[src/rtl/mem_port_arbiter_pkg.sv]
// Shared definitions for the unified memory-port arbiter: state encodings
// and default bus widths / watchdog limit.
package mem_port_arbiter_pkg;

    localparam int MEM_ARB_ADDR_W         = 32;
    localparam int MEM_ARB_DATA_W         = 32;
    localparam int MEM_ARB_TIMEOUT_CYCLES = 255;

    typedef enum logic [1:0] {
        MEM_ARB_IDLE   = 2'd0,
        MEM_ARB_BUSY_D = 2'd1,
        MEM_ARB_BUSY_I = 2'd2
    } mem_arb_state_e;

endpackage

[src/rtl/mem_arb_watchdog.sv]
// Busy-cycle watchdog for the memory-port arbiter. The counter restarts on
// every grant, advances on each busy cycle without an ack, and raises expire_o
// in the cycle where it would reach LIMIT. The timeout flag is sticky until reset.
module mem_arb_watchdog #(
    parameter int LIMIT = 255
) (
    input  logic clk_i,
    input  logic rst_i,
    input  logic clear_i,
    input  logic count_i,
    output logic expire_o,
    output logic timeout_o
);

    localparam int CNT_W = $clog2(LIMIT + 1);
    localparam logic [CNT_W-1:0] LAST = CNT_W'(LIMIT - 1);

    logic [CNT_W-1:0] cnt_q;
    logic             timeout_q;

    assign expire_o  = count_i && (cnt_q == LAST);
    assign timeout_o = timeout_q;

    // Busy-cycle counter and sticky timeout flag.
    always_ff @(posedge clk_i or posedge rst_i) begin
        if (rst_i) begin
            cnt_q     <= '0;
            timeout_q <= 1'b0;
        end else begin
            if (clear_i) begin
                cnt_q <= '0;
            end else if (count_i) begin
                cnt_q <= cnt_q + 1'b1;
            end
            if (expire_o) begin
                timeout_q <= 1'b1;
            end
        end
    end

endmodule

[src/rtl/mem_port_arbiter.sv]
// Unified memory-port arbiter: one memory port shared by instruction fetch and
// data access, data having fixed priority. Each access is held until mem_ack_i.
// Optional busy watchdog: define MEM_ARB_TIMEOUT_EN to build it in; otherwise
// timeout_o is tied low and a busy access waits indefinitely.
//
// state          | meaning
// MEM_ARB_IDLE   | port free; grant data first, then an unflushed fetch
// MEM_ARB_BUSY_D | data access on the port, waiting for mem_ack_i
// MEM_ARB_BUSY_I | fetch on the port, waiting for mem_ack_i (may be marked dropped)
module mem_port_arbiter
    import mem_port_arbiter_pkg::*;
#(
    parameter int ADDR_W         = MEM_ARB_ADDR_W,
    parameter int DATA_W         = MEM_ARB_DATA_W,
    parameter int TIMEOUT_CYCLES = MEM_ARB_TIMEOUT_CYCLES
) (
    input  logic              clock_i,
    input  logic              reset_i,
    input  logic              if_req_i,
    input  logic [ADDR_W-1:0] if_addr_i,
    input  logic              if_flush_i,
    output logic [DATA_W-1:0] if_rdata_o,
    output logic              if_done_o,
    output logic              if_stall_o,
    input  logic              d_read_i,
    input  logic              d_write_i,
    input  logic [ADDR_W-1:0] d_addr_i,
    input  logic [DATA_W-1:0] d_wdata_i,
    output logic [DATA_W-1:0] d_rdata_o,
    output logic              d_done_o,
    output logic              d_stall_o,
    output logic              mem_req_o,
    output logic              mem_we_o,
    output logic [ADDR_W-1:0] mem_addr_o,
    output logic [DATA_W-1:0] mem_wdata_o,
    input  logic [DATA_W-1:0] mem_rdata_i,
    input  logic              mem_ack_i,
    output logic              timeout_o
);

    mem_arb_state_e    state_q, state_d;
    logic              mem_req_q, mem_req_d;
    logic              mem_we_q, mem_we_d;
    logic [ADDR_W-1:0] mem_addr_q, mem_addr_d;
    logic [DATA_W-1:0] mem_wdata_q, mem_wdata_d;
    logic [DATA_W-1:0] if_rdata_q, if_rdata_d;
    logic [DATA_W-1:0] d_rdata_q, d_rdata_d;
    logic              if_done_q, if_done_d;
    logic              d_done_q, d_done_d;
    logic              drop_q, drop_d;

    logic              d_pending;
    logic              if_pending;
    logic              wd_expire;

    // A requester whose done pulses this cycle is advancing at the coming edge,
    // so its still-visible request must not be granted a second time.
    assign d_pending  = (d_read_i | d_write_i) & ~d_done_q;
    assign if_pending = if_req_i & ~if_done_q;

`ifdef MEM_ARB_TIMEOUT_EN
    logic wd_clear;
    logic wd_count;

    assign wd_clear = (state_q == MEM_ARB_IDLE) && (state_d != MEM_ARB_IDLE);
    assign wd_count = (state_q != MEM_ARB_IDLE) && !mem_ack_i;

    mem_arb_watchdog #(
        .LIMIT (TIMEOUT_CYCLES)
    ) u_watchdog (
        .clk_i     (clock_i),
        .rst_i     (reset_i),
        .clear_i   (wd_clear),
        .count_i   (wd_count),
        .expire_o  (wd_expire),
        .timeout_o (timeout_o)
    );
`else
    // Limit only matters when the watchdog is built in.
    localparam int unused_timeout_cycles = TIMEOUT_CYCLES;

    assign wd_expire = 1'b0;
    assign timeout_o = 1'b0;
`endif

    // Next-state, grant registration and completion capture.
    always_comb begin
        state_d     = state_q;
        mem_req_d   = mem_req_q;
        mem_we_d    = mem_we_q;
        mem_addr_d  = mem_addr_q;
        mem_wdata_d = mem_wdata_q;
        if_rdata_d  = if_rdata_q;
        d_rdata_d   = d_rdata_q;
        if_done_d   = 1'b0;
        d_done_d    = 1'b0;
        drop_d      = drop_q;

        case (state_q)
            MEM_ARB_IDLE: begin
                if (d_pending) begin
                    state_d     = MEM_ARB_BUSY_D;
                    mem_req_d   = 1'b1;
                    mem_we_d    = d_write_i;
                    mem_addr_d  = d_addr_i;
                    mem_wdata_d = d_wdata_i;
                end else if (if_pending && !if_flush_i) begin
                    state_d    = MEM_ARB_BUSY_I;
                    mem_req_d  = 1'b1;
                    mem_we_d   = 1'b0;
                    mem_addr_d = if_addr_i;
                    drop_d     = 1'b0;
                end
            end
            MEM_ARB_BUSY_D: begin
                if (mem_ack_i) begin
                    state_d   = MEM_ARB_IDLE;
                    mem_req_d = 1'b0;
                    d_done_d  = 1'b1;
                    if (!mem_we_q) begin
                        d_rdata_d = mem_rdata_i;
                    end
                end else if (wd_expire) begin
                    state_d   = MEM_ARB_IDLE;
                    mem_req_d = 1'b0;
                end
            end
            MEM_ARB_BUSY_I: begin
                if (if_flush_i) begin
                    drop_d = 1'b1;
                end
                if (mem_ack_i) begin
                    state_d   = MEM_ARB_IDLE;
                    mem_req_d = 1'b0;
                    drop_d    = 1'b0;
                    if (!drop_q && !if_flush_i) begin
                        if_done_d  = 1'b1;
                        if_rdata_d = mem_rdata_i;
                    end
                end else if (wd_expire) begin
                    state_d   = MEM_ARB_IDLE;
                    mem_req_d = 1'b0;
                    drop_d    = 1'b0;
                end
            end
            default: begin
                state_d   = MEM_ARB_IDLE;
                mem_req_d = 1'b0;
                drop_d    = 1'b0;
            end
        endcase
    end

    // State and output registers; reset abandons any access in flight.
    always_ff @(posedge clock_i or posedge reset_i) begin
        if (reset_i) begin
            state_q     <= MEM_ARB_IDLE;
            mem_req_q   <= 1'b0;
            mem_we_q    <= 1'b0;
            mem_addr_q  <= '0;
            mem_wdata_q <= '0;
            if_rdata_q  <= '0;
            d_rdata_q   <= '0;
            if_done_q   <= 1'b0;
            d_done_q    <= 1'b0;
            drop_q      <= 1'b0;
        end else begin
            state_q     <= state_d;
            mem_req_q   <= mem_req_d;
            mem_we_q    <= mem_we_d;
            mem_addr_q  <= mem_addr_d;
            mem_wdata_q <= mem_wdata_d;
            if_rdata_q  <= if_rdata_d;
            d_rdata_q   <= d_rdata_d;
            if_done_q   <= if_done_d;
            d_done_q    <= d_done_d;
            drop_q      <= drop_d;
        end
    end

    assign mem_req_o   = mem_req_q;
    assign mem_we_o    = mem_we_q;
    assign mem_addr_o  = mem_addr_q;
    assign mem_wdata_o = mem_wdata_q;
    assign if_rdata_o  = if_rdata_q;
    assign d_rdata_o   = d_rdata_q;
    assign if_done_o   = if_done_q;
    assign d_done_o    = d_done_q;

    // Stalls follow the requests directly; held low during reset so every
    // output reads zero while the arbiter is being reset.
    assign if_stall_o = if_req_i & ~if_done_q & ~reset_i;
    assign d_stall_o  = (d_read_i | d_write_i) & ~d_done_q & ~reset_i;

endmodule

[config.mk]
export PLATFORM = sky130hd
export DESIGN_NAME = mem_port_arbiter
export DESIGN_NICKNAME = d
export VERILOG_FILES = /design/src/rtl/mem_port_arbiter_pkg.sv /design/src/rtl/mem_arb_watchdog.sv /design/src/rtl/mem_port_arbiter.sv
export SDC_FILE = /design/constraint.sdc
export NUM_CORES = 1
export LEC_CHECK = 0
export BUFFER_PORTS_ARGS = -buffer_cell sky130_fd_sc_hd__buf_4
export CORE_MARGIN = 10
export CORE_UTILIZATION = 50
export DETAILED_ROUTE_END_ITERATION = 10
export PLACE_DENSITY = 0.86
export SLEW_MARGIN = 40
export SYNTH_ARGS = -nofsm -noshare
export SYNTH_HDL_FRONTEND = slang
export SYNTH_SLANG_ARGS = --single-unit
[constraint.sdc]
create_clock -name clock_i -period 11.5 [get_ports clock_i]
set_clock_uncertainty 0.2 [all_clocks]
set_input_delay 0.575 -clock clock_i [delete_from_list [all_inputs] [get_ports clock_i]]
set_output_delay 0.575 -clock clock_i [all_outputs]
set_load 0.03 [all_outputs]
==> results of run 1 <==
==> report_power, final <==
part	total (W)	leakage, nW	switching, W	internal (W)
Sequential	0.000838	1.62	0.000128	0.000710
Clock	0.000455	0.239	0.000190	0.000266
Combinational	0.00140	2.12	0.000791	0.000610
==> layout make-up <==
cell class | count | area, um^2
tap | 140 | 175
sequential | 135 | 3380
fill | 697 | 2610
timing repair buffer | 275 | 2090
multi-input combinational | 191 | 2070
clock buffer | 21 | 439
clock inverter | 9 | 56.3
inverter | 6 | 27.5
==> per-stage QoR <==
step,utilization,worst slack [ps]
final,0.759,9050
after global routing,0.759,8900
after CTS,0.759,9020
after detailed placement,0.712,8880
after global placement,0.709,8740
after floorplan,-,7110
==> state kept, by name, indices dropped and copies added (netlist names) <==
register and flops:
state_q 2, drop_q 1, mem_req_o 1, d_done_o 1, mem_we_o 1, mem_wdata_o 32
d_rdata_o 32, if_rdata_o 32, mem_addr_o 32, if_done_o 1
==> routing by layer <==
metal | global-route usage | share of wire | wire (um) | vias to the layer above
li1 | - | - | - | 1801
met4 | 0.0583 | 0.017 | 270 | 0
met1 | 0.214 | 0.36 | 5910 | 1917
met2 | 0.341 | 0.51 | 8330 | 191
met5 | 0 | 0 | 0 | -
met3 | 0.106 | 0.11 | 1710 | 22
==> worst reg2reg max path, cell delays in order, from the launching register on <==
cell      delay [ps]
dfrtp_1          420
inv_1            120
ha_1             370
a21boi_4         550
buf_8            260
mux2_2           360
==> cell usage after synthesis <==
| master | instances |
|---|---|
| nor3b_1 | 1 |
| a2bb2oi_1 | 1 |
| and2_1 | 1 |
| o21bai_1 | 1 |
| a21boi_4 | 1 |
| mux2_2 | 159 |
| nor4bb_1 | 1 |
| buf_4 | 1 |
| buf_2 | 14 |
| mux2_1 | 1 |
| nand3b_1 | 1 |
| nand2_1 | 3 |
| o21ba_2 | 1 |
| a21oi_1 | 4 |
| o21ai_0 | 1 |
| ha_1 | 4 |
| conb_1 | 1 |
| inv_1 | 6 |
| nor2_1 | 1 |
| nand3_1 | 1 |
| nand4_1 | 1 |
| clkbuf_1 | 2 |
| o22a_1 | 1 |
| buf_6 | 3 |
| dfrtp_1 | 135 |
| a2111o_1 | 1 |
| or3b_1 | 1 |
| a2111oi_0 | 1 |
| nor2b_1 | 2 |
| o22ai_1 | 1 |
==> cells by family after synthesis <==
group	Yosys count	share of synthesized area
and+or+nand+nor	13	0.0142
buffers and inverters	26	0.0254
DFF	135	0.608
AOI/OAI and AO/OA	13	0.0189
adders and majority gates	4	0.00900
muxes	160	0.324
other	1	0.000675
==> final timing paths <==
path / endpoint / startpoint / slack (ps) / cells after the start
worst max register to register: mem_addr_o[13] / state_q[1] / 9110 / 5
worst min register to register: mem_req_o / mem_req_o / 300 / 1
min in group asynchronous: mem_addr_o[5] / reset_i / 450 / 3
max in group asynchronous: d_rdata_o[2] / reset_i / 9580 / 4
worst min-delay path: mem_wdata_o[25] / d_wdata_i[25] / 90 / 2
worst max-delay path: d_stall_o / d_done_o / 9050 / 4
==> flow_summary.toml, run 1 <==
[synth]
syn_nets = 491
post-synth-top-area-fraction = 0.608
netlist_area_um2 = 5560
ys.warnings.count = 0
synth_area_leaders = "dfrtp_1 (61%), mux2_2 (32%), buf_2 (1.3%), ha_1 (0.90%), buf_6 (0.61%)"
synth_seq_cells = 135
ys_types = 30
synth_cells = 352
syn_avg_cell_area_um2 = 15.8
synth_seq_area_share = 0.608
synth_top_area_cell = "dfrtp_1"

[sta]
finalCriticalPeriod_ps = 2450
holdWs_ps = 90.5
timing_hold_violations_final = 0
final_max_slew_viol_count = 0
tns_ps = 0
rsz0062_at_grt = "false"
fin_crit_sh = 0.213
timing.fmax_mhz = 409
worst_pin_slew_ps = 709
slew-limit-headroom = 0.527
finalSetupViolations = 0

[placement]
numPlacedInstances = 746
placed_area_um2 = 7720
hpwlAfterDp_mm = 12.7
gp_congestion = 0.901
io_buffers = 268

[outcome]
status = "finished clean"

[global_routing]
grt_pass1_wl_mm = 25.1
grt_antenna_before_repair = 0
grt_use_total = 0.202
grt_max_degree = 93
gr-total-overflow = 0
grt_pass1_vias = 4389

[route]
firstDrtPassIters = 4
drtIter0Drc = 162
wl_mm = 16.2
vias_per_cell = 5.06
drc_errors = 0
wl_per_cell_um = 20.9
drt.antenna.violating_nets = 0
vias = 3931

[finish]
drive_above_1_share = 0.730
stdcell_count = 777
mostFrequentLayoutCells = "buf_4 (271), mux2_2 (159), dfrtp_1 (135)"
fin_area_um2 = 8230
area_delta_synth_final_pct = 48.1
final_common_cell = "buf_4"
final_nets = 765
diodes = 0

[die]
initial_core_util = 0.513
die_w_um = 125
die_area_um2 = 15700
core_um2 = 10800
dieHeight_um = 125
io_pins = 270
num_rows = 38

[worst_setup_path]
worstSetupPathType = "flip-flop to primary output"
cp.buffers_inverters = 2
crit_fanout = 22
cpMaxStageDelayCell = "dfrtp_1"
crit_path_end_kind = "primary output"
critPathLaunchType = "flip-flop"
cp.arrival_ps = 1670
cp_data_required_time_ps = 10730
crit_family = "flip-flops"
slowest_delay_ps = 400
path_cells = "o21bai_4, buf_8, nor2_1, buf_4"

[power_and_ir_drop]
vdd_drop_max_mv = 0.195
total_power_w = 0.00270
cellLeakagePower_nw = 3.98
power_density_nw_per_um2 = 327

[clock_tree]
cts-hold-fix-buffers = 1
ctsResizeCount = 0
root_buffer = "clkbuf_8"
postCtsSetupRepairBufs = 0
tritoncts = "done"
clk_pin_slew_ps = 60
cts_max_level = 4
clockBufferDepth = 2
cts.sinks = 135
clock_latency_ps = 510
cts_made_buffers = 17

[hold_path]
hold_class = "primary input to flip-flop"

[flow_run]
maxCapViolCount = 0
(Power assumes the default switching activity.)
==> run 2, diff against run 1 <==
Settings changed: CORE_UTILIZATION 50 to 42, PLACE_DENSITY 0.86 to 0.77.
Clock period 11.5 ns to 2.09 ns, I/O delays scaled along.
==> run 2 against run 1 <==
  * Cell area grew 20%
  * Total power grew to 5.9 times the previous value
  * Final cell count grew 23%
  * Core utilization grew 1.4 points
  * Largest power group unchanged
==> flow_summary.toml, run 2 (same netlist as run 1, synthesis figures left out) <==
[power_and_ir_drop]
power_density_nw_per_um2 = 1620
vdd_drop_max_mv = 1.26
cellLeakagePower_nw = 4.68

[route]
wl_per_cell_um = 21.3
drt.antenna.violating_nets = 0
drtIter0Drc = 170
drc_errors = 0
firstDrtPassIters = 4
vias_per_cell = 4.83
vias = 4617
wl_mm = 20.3

[finish]
final_nets = 909
diodes = 0
drive_above_1_share = 0.612
multi_input_area_um2 = 2070
area_delta_synth_final_pct = 77.6
seqCellArea_um2 = 3380
nFillCells = 711
final_common_cell = "buf_4"
mostFrequentLayoutCells = "buf_4 (278), mux2_2 (159), dfrtp_1 (135)"

[placement]
io_buffers = 268
gp_congestion = 0.846
hpwlAfterDp_mm = 12.6

[hold_path]
hp-start = "if_req_i"
hold_class = "primary input to flip-flop"

[sta]
holdWs_ps = 200
final_max_slew_viol_count = 0
tns_ps = 0
finalSetupViolations = 0
timing.fmax_mhz = 498
fin_crit_sh = 0.961
rsz0062_at_grt = "false"
timing_hold_violations_final = 0
finalCriticalPeriod_ps = 2010

[worst_setup_path]
crit_path_end_kind = "flip-flop"
path_cells = "inv_1, ha_1, nor4bb_4, buf_12, mux2_2"
cp_data_required_time_ps = 2190
cp.arrival_ps = 2100
rr_endpoint = "if_rdata_o[14]"
worstSetupPathType = "flip-flop to flip-flop"
r2r_cells = 5
r2r_slack_ps = 80
crit_fanout = 33
r2r-start = "state_q[0]"
crit_end = "if_rdata_o[14]"
slowest_delay_ps = 380
cp-startpoint = "state_q[0]"
critPathLaunchType = "flip-flop"
cpMaxStageDelayCell = "dfrtp_1"
cp.buffers_inverters = 2
path_depth = 5
crit_family = "flip-flops"

[outcome]
status = "finished clean"

[global_routing]
grt_antenna_before_repair = 0
grt_max_degree = 70
grt_pass1_vias = 5276
gr-total-overflow = 0
grt_pass1_wl_mm = 30.3
grt_use_total = 0.216

[die]
core_um2 = 12800
die_area_um2 = 18200
die_w_um = 135
dieHeight_um = 135
initial_core_util = 0.435
num_rows = 41
io_pins = 270

[clock_tree]
cts_max_level = 4
cts_made_buffers = 17
clockBufferDepth = 2
root_buffer = "clkbuf_16"
clk_pin_slew_ps = 60
clock_latency_ps = 410
cts.sinks = 135
tritoncts = "done"
ctsResizeCount = 0

[flow_run]
maxCapViolCount = 0
run 2: cell types whose count changed in the layout (fill, tap and decap cells not counted), moves of 2 or more:
cell / delta
dlygate4sd3_1: +133
bufinv_16: +3
buf_4: +7
buf_8: -2
clkbuf_8: +2
buf_12: +7
run 2: through the flow:
stage	setup WS (ps)	util	power [W]	instance area (um^2)	cells
after detailed placement	91.1	0.615	0.0125	7860	783
after floorplan	26.3	-	0.00942	5560	352
after global routing	3.87	0.773	0.0167	9870	955
final	81.6	0.773	0.0160	9870	955
after global placement	146	0.615	0.0123	7860	783
after CTS	9.18	0.768	0.0159	9810	948
run 2: worst min-delay path by stage:
stage | endpoint | depth (start not counted) | slack (ps)
after CTS | state_q[1] | 4 | 40
after global placement | mem_addr_o[20] | 3 | 90
after floorplan | d_rdata_o[6] | 1 | 50
after detailed placement | mem_addr_o[20] | 3 | 100
final | state_q[1] | 5 | 200
after global routing | state_q[1] | 5 | 210
run 2: metal layers:
| metal | track usage | part of all wire |
|---|---|---|
| met5 | 0 | 0 |
| met4 | 0.0586 | 0.012 |
| met1 | 0.228 | 0.37 |
| met3 | 0.106 | 0.11 |
| met2 | 0.374 | 0.51 |
run 2: repair_timing:
action | CTS | global route
setup buffers | 0 | 6
hold buffers | 133 | 1
endpoints found under the hold margin | 270 | 1
endpoints found under the setup margin | 0 | 20
run 2: layout make-up:
| cell class | count | area share |
|---|---|---|
| repair buffers | 419 | 0.361 |
| flip-flops and latches | 135 | 0.342 |
| multi-input cells | 191 | 0.209 |
| clock buffers | 24 | 0.0508 |
| well taps | 172 | 0.0218 |
| clock inverters | 8 | 0.0119 |
| inverters | 6 | 0.00266 |
run 2: worst min-delay path, delay by kind of cell:
kind / cells / cell delay [ps]
and+or+nand+nor: 3 / 400
buffers and inverters: 2 / 270
run 2: where the power goes:
part | internal (W) | switching [W] | total [W]
Combinational | 0.00366 | 0.00454 | 0.00820
Clock | 0.00203 | 0.00108 | 0.00311
Sequential | 0.00391 | 0.000770 | 0.00468
